--- config.mk ---
export PLATFORM = sky130hd
export DESIGN_NAME = fifo_controller
export DESIGN_NICKNAME = d
export VERILOG_FILES = /design/src/rtl/fifo_pkg.sv /design/src/rtl/fifo_ns.sv /design/src/rtl/fifo_controller.sv
export SDC_FILE = /design/constraint.sdc
export NUM_CORES = 1
export LEC_CHECK = 0
export ABC_AREA = 1
export CAP_MARGIN = 20
export CORE_ASPECT_RATIO = 1.25
export CORE_MARGIN = 5
export CORE_UTILIZATION = 39
export DETAILED_ROUTE_END_ITERATION = 12
export GPL_TIMING_DRIVEN = 0
export PLACE_DENSITY = 0.75
export SLEW_MARGIN = 5
export SYNTH_ARGS = -nofsm -noshare
export SYNTH_HDL_FRONTEND = slang
export SYNTH_HIERARCHICAL = 1
export SYNTH_SLANG_ARGS = --single-unit
--- constraint.sdc ---
create_clock -name clk -period 1.7 [get_ports clk]
set_clock_uncertainty 0.05 [all_clocks]
set_input_delay 0.34 -clock clk [delete_from_list [all_inputs] [get_ports clk]]
set_output_delay 0.34 -clock clk [all_outputs]
set_load 0.03 [all_outputs]
--- src/rtl/fifo_pkg.sv ---
// Shared definitions for the 8-entry FIFO control stage.
package fifo_pkg;

  localparam int unsigned DEPTH = 8;

  typedef enum logic [2:0] {
    INIT   = 3'd0,
    NO_OP  = 3'd1,
    WRITE  = 3'd2,
    WR_ERR = 3'd3,
    READ   = 3'd4,
    RD_ERR = 3'd5
  } state_e;

endpackage

--- src/rtl/fifo_ns.sv ---
// Next-state selection for the FIFO controller: request + occupancy -> state.
module fifo_ns
  import fifo_pkg::*;
#(
  parameter int unsigned ADDR_W = 3
) (
  input  state_e            state,
  input  logic              wr_en,
  input  logic              rd_en,
  input  logic [ADDR_W:0]   count,
  output state_e            state_nx
);

  logic is_full;
  logic is_empty;

  always_comb begin
    is_full  = (count == (ADDR_W + 1)'(DEPTH));
    is_empty = (count == '0);
    state_nx = NO_OP;
    // Write wins over a simultaneous read; the read is dropped silently.
    if (state == INIT) begin
      state_nx = NO_OP;
    end else if (wr_en) begin
      state_nx = is_full ? WR_ERR : WRITE;
    end else if (rd_en) begin
      state_nx = is_empty ? RD_ERR : READ;
    end
  end

endmodule

--- src/rtl/fifo_controller.sv ---
// FIFO control stage: pointers, occupancy and registered strobes/flags for
// the write decoder, register file and read mux.
module fifo_controller
  import fifo_pkg::*;
#(
  parameter int unsigned DATA_W = 32,
  parameter int unsigned ADDR_W = 3
) (
  input  logic              clk,
  input  logic              reset_n,
  input  logic              wr_en,
  input  logic              rd_en,
  input  logic [DATA_W-1:0] din,
  output logic              we,
  output logic [ADDR_W-1:0] wAddr,
  output logic [DATA_W-1:0] wdata,
  output logic              re,
  output logic [ADDR_W-1:0] rAddr,
  output logic              full,
  output logic              empty,
  output logic              wr_ack,
  output logic              wr_err,
  output logic              rd_ack,
  output logic              rd_err,
  output logic [ADDR_W:0]   count
);

  state_e              state_q, state_d;
  logic [ADDR_W-1:0]   head_q, head_d;
  logic [ADDR_W-1:0]   tail_q, tail_d;
  logic [ADDR_W:0]     count_q, count_d;
  logic                we_q, we_d;
  logic [ADDR_W-1:0]   waddr_q, waddr_d;
  logic [DATA_W-1:0]   wdata_q, wdata_d;
  logic                re_q, re_d;
  logic [ADDR_W-1:0]   raddr_q, raddr_d;
  logic                wr_ack_q, wr_ack_d;
  logic                wr_err_q, wr_err_d;
  logic                rd_ack_q, rd_ack_d;
  logic                rd_err_q, rd_err_d;

  fifo_ns #(.ADDR_W(ADDR_W)) u_ns (
    .state    (state_q),
    .wr_en    (wr_en),
    .rd_en    (rd_en),
    .count    (count_q),
    .state_nx (state_d)
  );

  always_comb begin
    head_d   = head_q;
    tail_d   = tail_q;
    count_d  = count_q;
    waddr_d  = waddr_q;
    wdata_d  = wdata_q;
    raddr_d  = raddr_q;
    we_d     = 1'b0;
    re_d     = 1'b0;
    wr_ack_d = 1'b0;
    wr_err_d = 1'b0;
    rd_ack_d = 1'b0;
    rd_err_d = 1'b0;
    // Outputs follow the state being entered, so each is a one-cycle pulse.
    unique case (state_d)
      WRITE: begin
        we_d     = 1'b1;
        wr_ack_d = 1'b1;
        waddr_d  = tail_q;
        wdata_d  = din;
        tail_d   = tail_q + 1'b1;
        count_d  = count_q + 1'b1;
      end
      WR_ERR: wr_err_d = 1'b1;
      READ: begin
        re_d     = 1'b1;
        rd_ack_d = 1'b1;
        raddr_d  = head_q;
        head_d   = head_q + 1'b1;
        count_d  = count_q - 1'b1;
      end
      RD_ERR: rd_err_d = 1'b1;
      default: ;
    endcase
  end

  always_ff @(posedge clk or negedge reset_n) begin
    if (!reset_n) begin
      state_q  <= INIT;
      head_q   <= '0;
      tail_q   <= '0;
      count_q  <= '0;
      we_q     <= 1'b0;
      waddr_q  <= '0;
      wdata_q  <= '0;
      re_q     <= 1'b0;
      raddr_q  <= '0;
      wr_ack_q <= 1'b0;
      wr_err_q <= 1'b0;
      rd_ack_q <= 1'b0;
      rd_err_q <= 1'b0;
    end else begin
      state_q  <= state_d;
      head_q   <= head_d;
      tail_q   <= tail_d;
      count_q  <= count_d;
      we_q     <= we_d;
      waddr_q  <= waddr_d;
      wdata_q  <= wdata_d;
      re_q     <= re_d;
      raddr_q  <= raddr_d;
      wr_ack_q <= wr_ack_d;
      wr_err_q <= wr_err_d;
      rd_ack_q <= rd_ack_d;
      rd_err_q <= rd_err_d;
    end
  end

  assign we     = we_q;
  assign wAddr  = waddr_q;
  assign wdata  = wdata_q;
  assign re     = re_q;
  assign rAddr  = raddr_q;
  assign wr_ack = wr_ack_q;
  assign wr_err = wr_err_q;
  assign rd_ack = rd_ack_q;
  assign rd_err = rd_err_q;
  assign count  = count_q;
  assign full   = (count_q == (ADDR_W + 1)'(DEPTH));
  assign empty  = (count_q == '0);

endmodule

==> impl_results.md, run 1 <==
* Final min period at 1.882 ns
* Share of the synthesized area in the top cell type at 60.57%
* Buf+Inv Stages, Crit Path at 5
* Post-placement cell area at 3239 µm²
* Worst-Skew Late Latency at 0.30 ns
* Pre-CTS setup slack at -0.6927 ns
* Final Max Tran Viols at 0
* Clock Tree Buf Depth at 2
* Fin worst setup slack at -0.1815 ns
* Hold_buf cts at 0
* Core footprint at 5741 µm²
* Peak supply drop at 0.001040 V
* Syn nets at 297
* Fin. Hold Viols at 0
* P per Cell Area at 1747 nW/µm²
* Critical path class: reg -> reg
* Synth unique cells at 19
* Boundary Pins at 86
* Residual DRC count at 0
* Fmax at about 530 MHz
* Number of buffers added on ports at 85
* Sequential share of the synthesized area at 60.57%
* Placer Congestion at 0.7648
* Setup crit end kind: flop
* YS warnings at 6
* Register bit total from synthesis at 55
* # diodes at 0
* Setup Viol. Count Final at 39
* Pre-Repair DR Iteration Count at 4
* Starting Density at approximately two fifths
* Worst path max stage delay at 0.45 ns
* Chip Width at 78.27 µm
* Avg Cell Area, Syn at about 8.8 µm²
* Slew HR at a little over half
* Hold/Removal Path Class: in -> async
* Cell family with most CP delay: simple AND/OR/NAND/NOR gates
* Worst Tran Pin Value at between 0.6 and 0.7 ns
* Area Growth Syn to Fin at 69.66%
* Failing checks: negative setup slack
* GRT overflow at 0
* Overall Power at 6.733 mW
* Layout Utilization at approximately 67%
* DIE HEIGHT at 95.34 µm
* CTS tree: done
* Design area at 3855 µm²
* Total CTS buffers at 5
* RSZ-0062 raised after global routing: true
* WP data arrival at 2.03 ns
* FILL cells at around 480
* Initial antenna violation count at 0
* Hold slack at 0.01198 ns
* Vias in the first global route at ~2,100
* Outcome: complete, but fails checks
* CP cell instances: inv_2, nor2_2, nand2_1, nand3_2, nand2_2, inv_2, nor2_4, nand2_2, buf_6, nand2_2, nand2_2, inv_2, ha_4, inv_2, nand2_2, nand3_1, nand3_1, nand2_1
* Post-route ant nets at 0
* LEAKAGE at approximately 2.0 nW
* Crit start category: flop
* Root Driver: clkbuf_8
* HPWL after DPL at between 3000 and 4000 µm
* # rows at 31
* Synth top area cells: dfrtp_1, nand2_1, inv_1
* Clk pin slew, worst setup/hold paths at 0.10 ns
* Routed WL at 6389 µm
* Layout cell share with drive strength beyond 1 at between 30% and 40%
* Total track usage at roughly 17%
* CP dominant cell by count: nand2_2
* Placed insts at 410
* Worst endpoint required time at 1.85 ns
* Largest net degree at the start of global routing at 30
* Final Non-Filler Cells at 446
* Max-cap violations at 0
* Slowest CP cell: dfrtp_2
* Crit-path max FO at 4
* Sink Count at 55
* Fin nets at approximately 420
* Routed vias at about 2,100
* Die ar. at 7462 µm²
* First-pass GRT wire length at 9860 µm
* Part of the cycle the worst path needs at 110.7%
* Synthesized area at 2272 µm²
* CTS H-tree depth at 2
* Largest area contributor in the netlist: dfrtp_1
* DR vias/cell at about 4.6
* 1st-iter DRT viols at 76
* TNS Setup at -4.240 ns
* Synthesized instance count at approximately 260
* Wirelength per Cell at 14.33 µm
[cells in the final DEF (no fill, tap or decap), types with 2 or more instances in the layout]
master / synthesis / layout
buf_12: 0 / 3
nor2_1: 10 / 3
nand3_1: 11 / 8
buf_16: 0 / 2
dfrtp_2: 0 / 4
nand3_2: 0 / 3
nor2_4: 0 / 3
nand2_1: 133 / 88
nand2_4: 0 / 2
nor3_4: 1 / 2
dfrtp_1: 55 / 51
buf_6: 2 / 10
nor2_2: 1 / 5
inv_2: 1 / 8
buf_8: 0 / 5
o21ai_0: 5 / 3
clkbuf_8: 0 / 5
ha_1: 3 / 2
xor2_1: 4 / 3
clkbuf_16: 0 / 2
clkdlybuf4s50_1: 0 / 32
buf_4: 5 / 20
dlygate4sd2_1: 0 / 49
nand2_2: 1 / 43
inv_1: 19 / 11
[metal layers]
metal,global-route usage (%),vias up,share of wire [%]
met5,0,-,0
met4,4.519,0,0.56
met3,4.064,5,4.6
met2,30.86,54,57
met1,19.33,974,38
li1,-,1027,-
[state kept, by name, summed over array words and instances (netlist names)]
name	count
rd_ack	1
state_q	3
head_q	3
wAddr	3
count	4
tail_q	3
wr_ack	1
wdata	32
rAddr	3
wr_err	1
rd_err	1
[worst paths after layout]
| kind | startpoint | to | slack, ns | depth (start not counted) |
|---|---|---|---|---|
| worst max-delay path | count[3] | count[2] | -0.18 | 18 |
| worst min-delay path | reset_n | wdata[28] | 0.01 | 1 |
| worst max register to register | count[3] | count[2] | -0.18 | 18 |
| worst min register to register | wdata[28] | wdata[28] | 0.42 | 2 |
| max in group asynchronous | reset_n | head_q[2] | 1.00 | 2 |
| min in group clk | wdata[28] | wdata[28] | 0.42 | 2 |
[power breakdown]
group	leakage, nW	internal (mW)	switching, mW
combinational	1.33	1.50	2.23
sequential	0.677	1.88	0.403
clock	0.0412	0.289	0.420
total	2.04	3.68	3.06
[logic make-up after synthesis]
family          count (synthesis)  synth area share [%]
simple gates                  159                 27.97
flops                          55                 60.57
buf+inv                        31                 6.773
compound gates                  5                 1.101
xor+xnor                        5                 1.927
fa+ha+maj                       3                 1.652
[cells in the mapped netlist (all sizes together)]
library cell	n
nand2	134
dfrtp	55
inv	20
nand3	11
nor2	11
buf	10
o21ai	5
xor2	4
ha	3
nor3	3
clkbuf	1
xnor2	1
[layout make-up]
cell class                      count  area, µm²  area share [%]
Clock inverter                      2      12.51          0.3246
Inverter                           20      82.58           2.142
Sequential cell                    55       1381           35.83
Multi-Input combinational cell    172      955.9           24.80
Buffer                              9      113.9           2.954
Clock buffer                        6      72.57           1.883
Timing Repair Buffer              116       1154           29.93
Tap cell                           66      82.58           2.142
[repair_timing]
| item | CTS | global route |
|---|---|---|
| gates cloned | 4 | 2 |
| resized for setup | 114 | 53 |
| pin swaps | 18 | 19 |
| setup buffers | 16 | 8 |
| endpoints found under the hold margin | 0 | 0 |
| endpoints found under the setup margin | 92 | 49 |
Power figures use the tool's default switching activity.
==> run 2, diff against run 1 <==
--- a/config.mk
+++ b/config.mk
@@ -8,7 +8,6 @@
 export ABC_AREA = 1
 export CAP_MARGIN = 20
 export CORE_ASPECT_RATIO = 1.25
-export CORE_MARGIN = 5
 export CORE_UTILIZATION = 39
 export DETAILED_ROUTE_END_ITERATION = 12
 export GPL_TIMING_DRIVEN = 0
==> impl_results.md, run 2 (same netlist as run 1, synthesis figures left out) <==
* Worst endpoint required time at 1.88 ns (+0.03 ns)
* Post-route ant nets at 0 (unchanged)
* Clk pin slew, worst setup/hold paths at 0.10 ns (about the same)
* Critical path class: reg -> reg
* Failing checks: negative hold slack, negative setup slack
* RSZ-0062 raised after global routing: true
* Crit start category: flop
* Area Growth Syn to Fin at 68.89%
* Slowest CP cell: dfrtp_2
* Max reg flops at 32 (unchanged)
* Hold slack at -0.01689 ns (-0.02886 ns)
* Sink Count at 55 (unchanged)
* Slew HR at 58.04% (+3.4 points)
* GRT overflow at 0 (unchanged)
* Cell family with most CP delay: buffers and inverters
* Worst path max stage delay at 0.45 ns (about the same)
* First-pass GRT wire length at 9011 µm (-8.6%)
* Wirelength per Cell at 12.97 µm (-9.4%)
* Outcome: complete, but fails checks
* Worst Tran Pin Value at 0.6294 ns (-0.05157 ns)
* Placer Congestion at 0.8351 (+9.2%)
* Number of buffers added on ports at 85 (unchanged)
* Setup crit end kind: flop
* TNS Setup at -2.264 ns (+1.976 ns)
* Layout cell share with drive strength beyond 1 at 32.71% (-0.18 points)
* Root Driver: clkbuf_8
* Max-cap violations at 0 (unchanged)
* FILL cells at 439 (-8.2%)
* Vias in the first global route at 1,939 (-6.9%)
* WP data arrival at 2.02 ns (about the same)
* Chip Width at 70.27 µm (-10%)
* Routed vias at 2,043 (-0.83%)
* Crit-path max FO at 8 (+4)
* P per Cell Area at 1779 nW/µm² (+1.9%)
* Final min period at 1.836 ns (-0.04536 ns)
* Fin worst setup slack at -0.1362 ns (+0.04536 ns)
* Fin. Hold Viols at 26 (+26)
* CP cell instances: inv_2, nor2_2, nand2_1, nand3_1, nand2_1, inv_2, buf_6, nor3_4, buf_6, inv_4, buf_12, buf_12, nand2_8, xor2_1
* # rows at 30 (-3.2%)
* CTS H-tree depth at 2 (unchanged)
* Routed WL at 5708 µm (-11%)
* Buf+Inv Stages, Crit Path at 7 (+2)
* # diodes at 0 (unchanged)
* Peak supply drop at 0.0009691 V (-6.8%)
* Hold_buf cts at 0 (unchanged)
* DR vias/cell at 4.643 (+0.53%)
* HPWL after DPL at 3483 µm (-13%)
* Boundary Pins at 86 (unchanged)
* Fmax at 544.6 MHz (+2.5%)
* CTS tree: done
* Residual DRC count at 0 (unchanged)
* Part of the cycle the worst path needs at 108.0% (-2.7 points)
* 1st-iter DRT viols at 93 (+22%)
* Multi-input logic area at 978.4 µm² (+2.4%)
* Worst-Skew Late Latency at 0.31 ns (about the same)
* Starting Density at 41.18% (+1.6 points)
* Reg2reg setup slack at -0.14 ns (+0.05 ns)
* Most frequent cells in the layout: nand2_1, dfrtp_1, dlygate4sd2_1
* Pre-Repair DR Iteration Count at 4 (unchanged)
* Core footprint at 5518 µm² (-3.9%)
* Hold/Removal Path Class: in -> async
* Fin nets at 414 (-0.96%)
* Largest net degree at the start of global routing at 30 (unchanged)
* Total CTS buffers at 5 (unchanged)
* Initial antenna violation count at 0 (unchanged)
* Total track usage at 18.70% (+2.0 points)
* DIE HEIGHT at 87.34 µm (-8.4%)
* Final Max Tran Viols at 0 (unchanged)
* Setup Viol. Count Final at 32 (-18%)
* Most common cell after layout, fill and taps aside: nand2_1
* Die ar. at 6137 µm² (-18%)
* LEAKAGE at 2.072 nW (+1.4%)
* Clock Tree Buf Depth at 2 (unchanged)
* FF+latch area at 1381 µm² (unchanged)
[run 2: changes by cell type in the layout (fill, tap and decap cells not counted), sizes merged]
cell           before  now
buf                41   38
bufinv              0    1
clkbuf              8    7
clkdlybuf4s15       1    0
clkinvlp            1    0
dlygate4sd2        49   50
[run 2: worst paths after layout]
kind | end | start | cells after the start
min | wdata[27] | reset_n | 1
max | count[0] | count[3] | 14
min in group clk | wdata[20] | wdata[20] | 2
max in group asynchronous | count[1] | reset_n | 2
min reg2reg | wdata[20] | wdata[20] | 2
max reg2reg | count[0] | count[3] | 14
[run 2: metal layers]
layer	wire [µm]	global-route usage, %
met5	0	0
met4	76	5.818
met1	2344	23.53
met3	339	4.282
met2	2948	31.86
[run 2: what timing repair did]
action	in CTS	in global routing
endpoints found under the setup margin	93	45
cloned	4	0
gates resized for setup	127	43
pin swaps	21	25
setup buffers	17	4
[run 2: where the power goes]
group          internal (mW)  leakage [nW]  switching [mW]
sequential              1.89         0.677           0.397
clock                  0.477        0.0612           0.431
combinational           1.45          1.33            2.18
total                   3.82          2.07            3.01
[run 2: area by class of cell]
type,count,area share (%)
inverters,20,2.022
plain buffers,11,3.358
repair buffers,110,27.98
flip-flops and latches,55,36.00
multi-input cells,172,25.50
well taps,64,2.087
clock buffers,6,2.152
clock inverters,2,0.9129
[run 2: through the flow]
step	total power, mW	instances	instance area (µm²)	setup WS (ns)	utilization [%]
final	6.828	440	3837	-0.1362	69.55
after global routing	7.261	440	3837	-0.2326	69.55
after CTS	6.602	436	3687	-0.1347	66.83
after detailed placement	5.504	408	3237	-0.7458	58.66
after global placement	5.437	407	3222	-1.645	58.39
after floorplan	4.138	258	2291	-0.1876	-
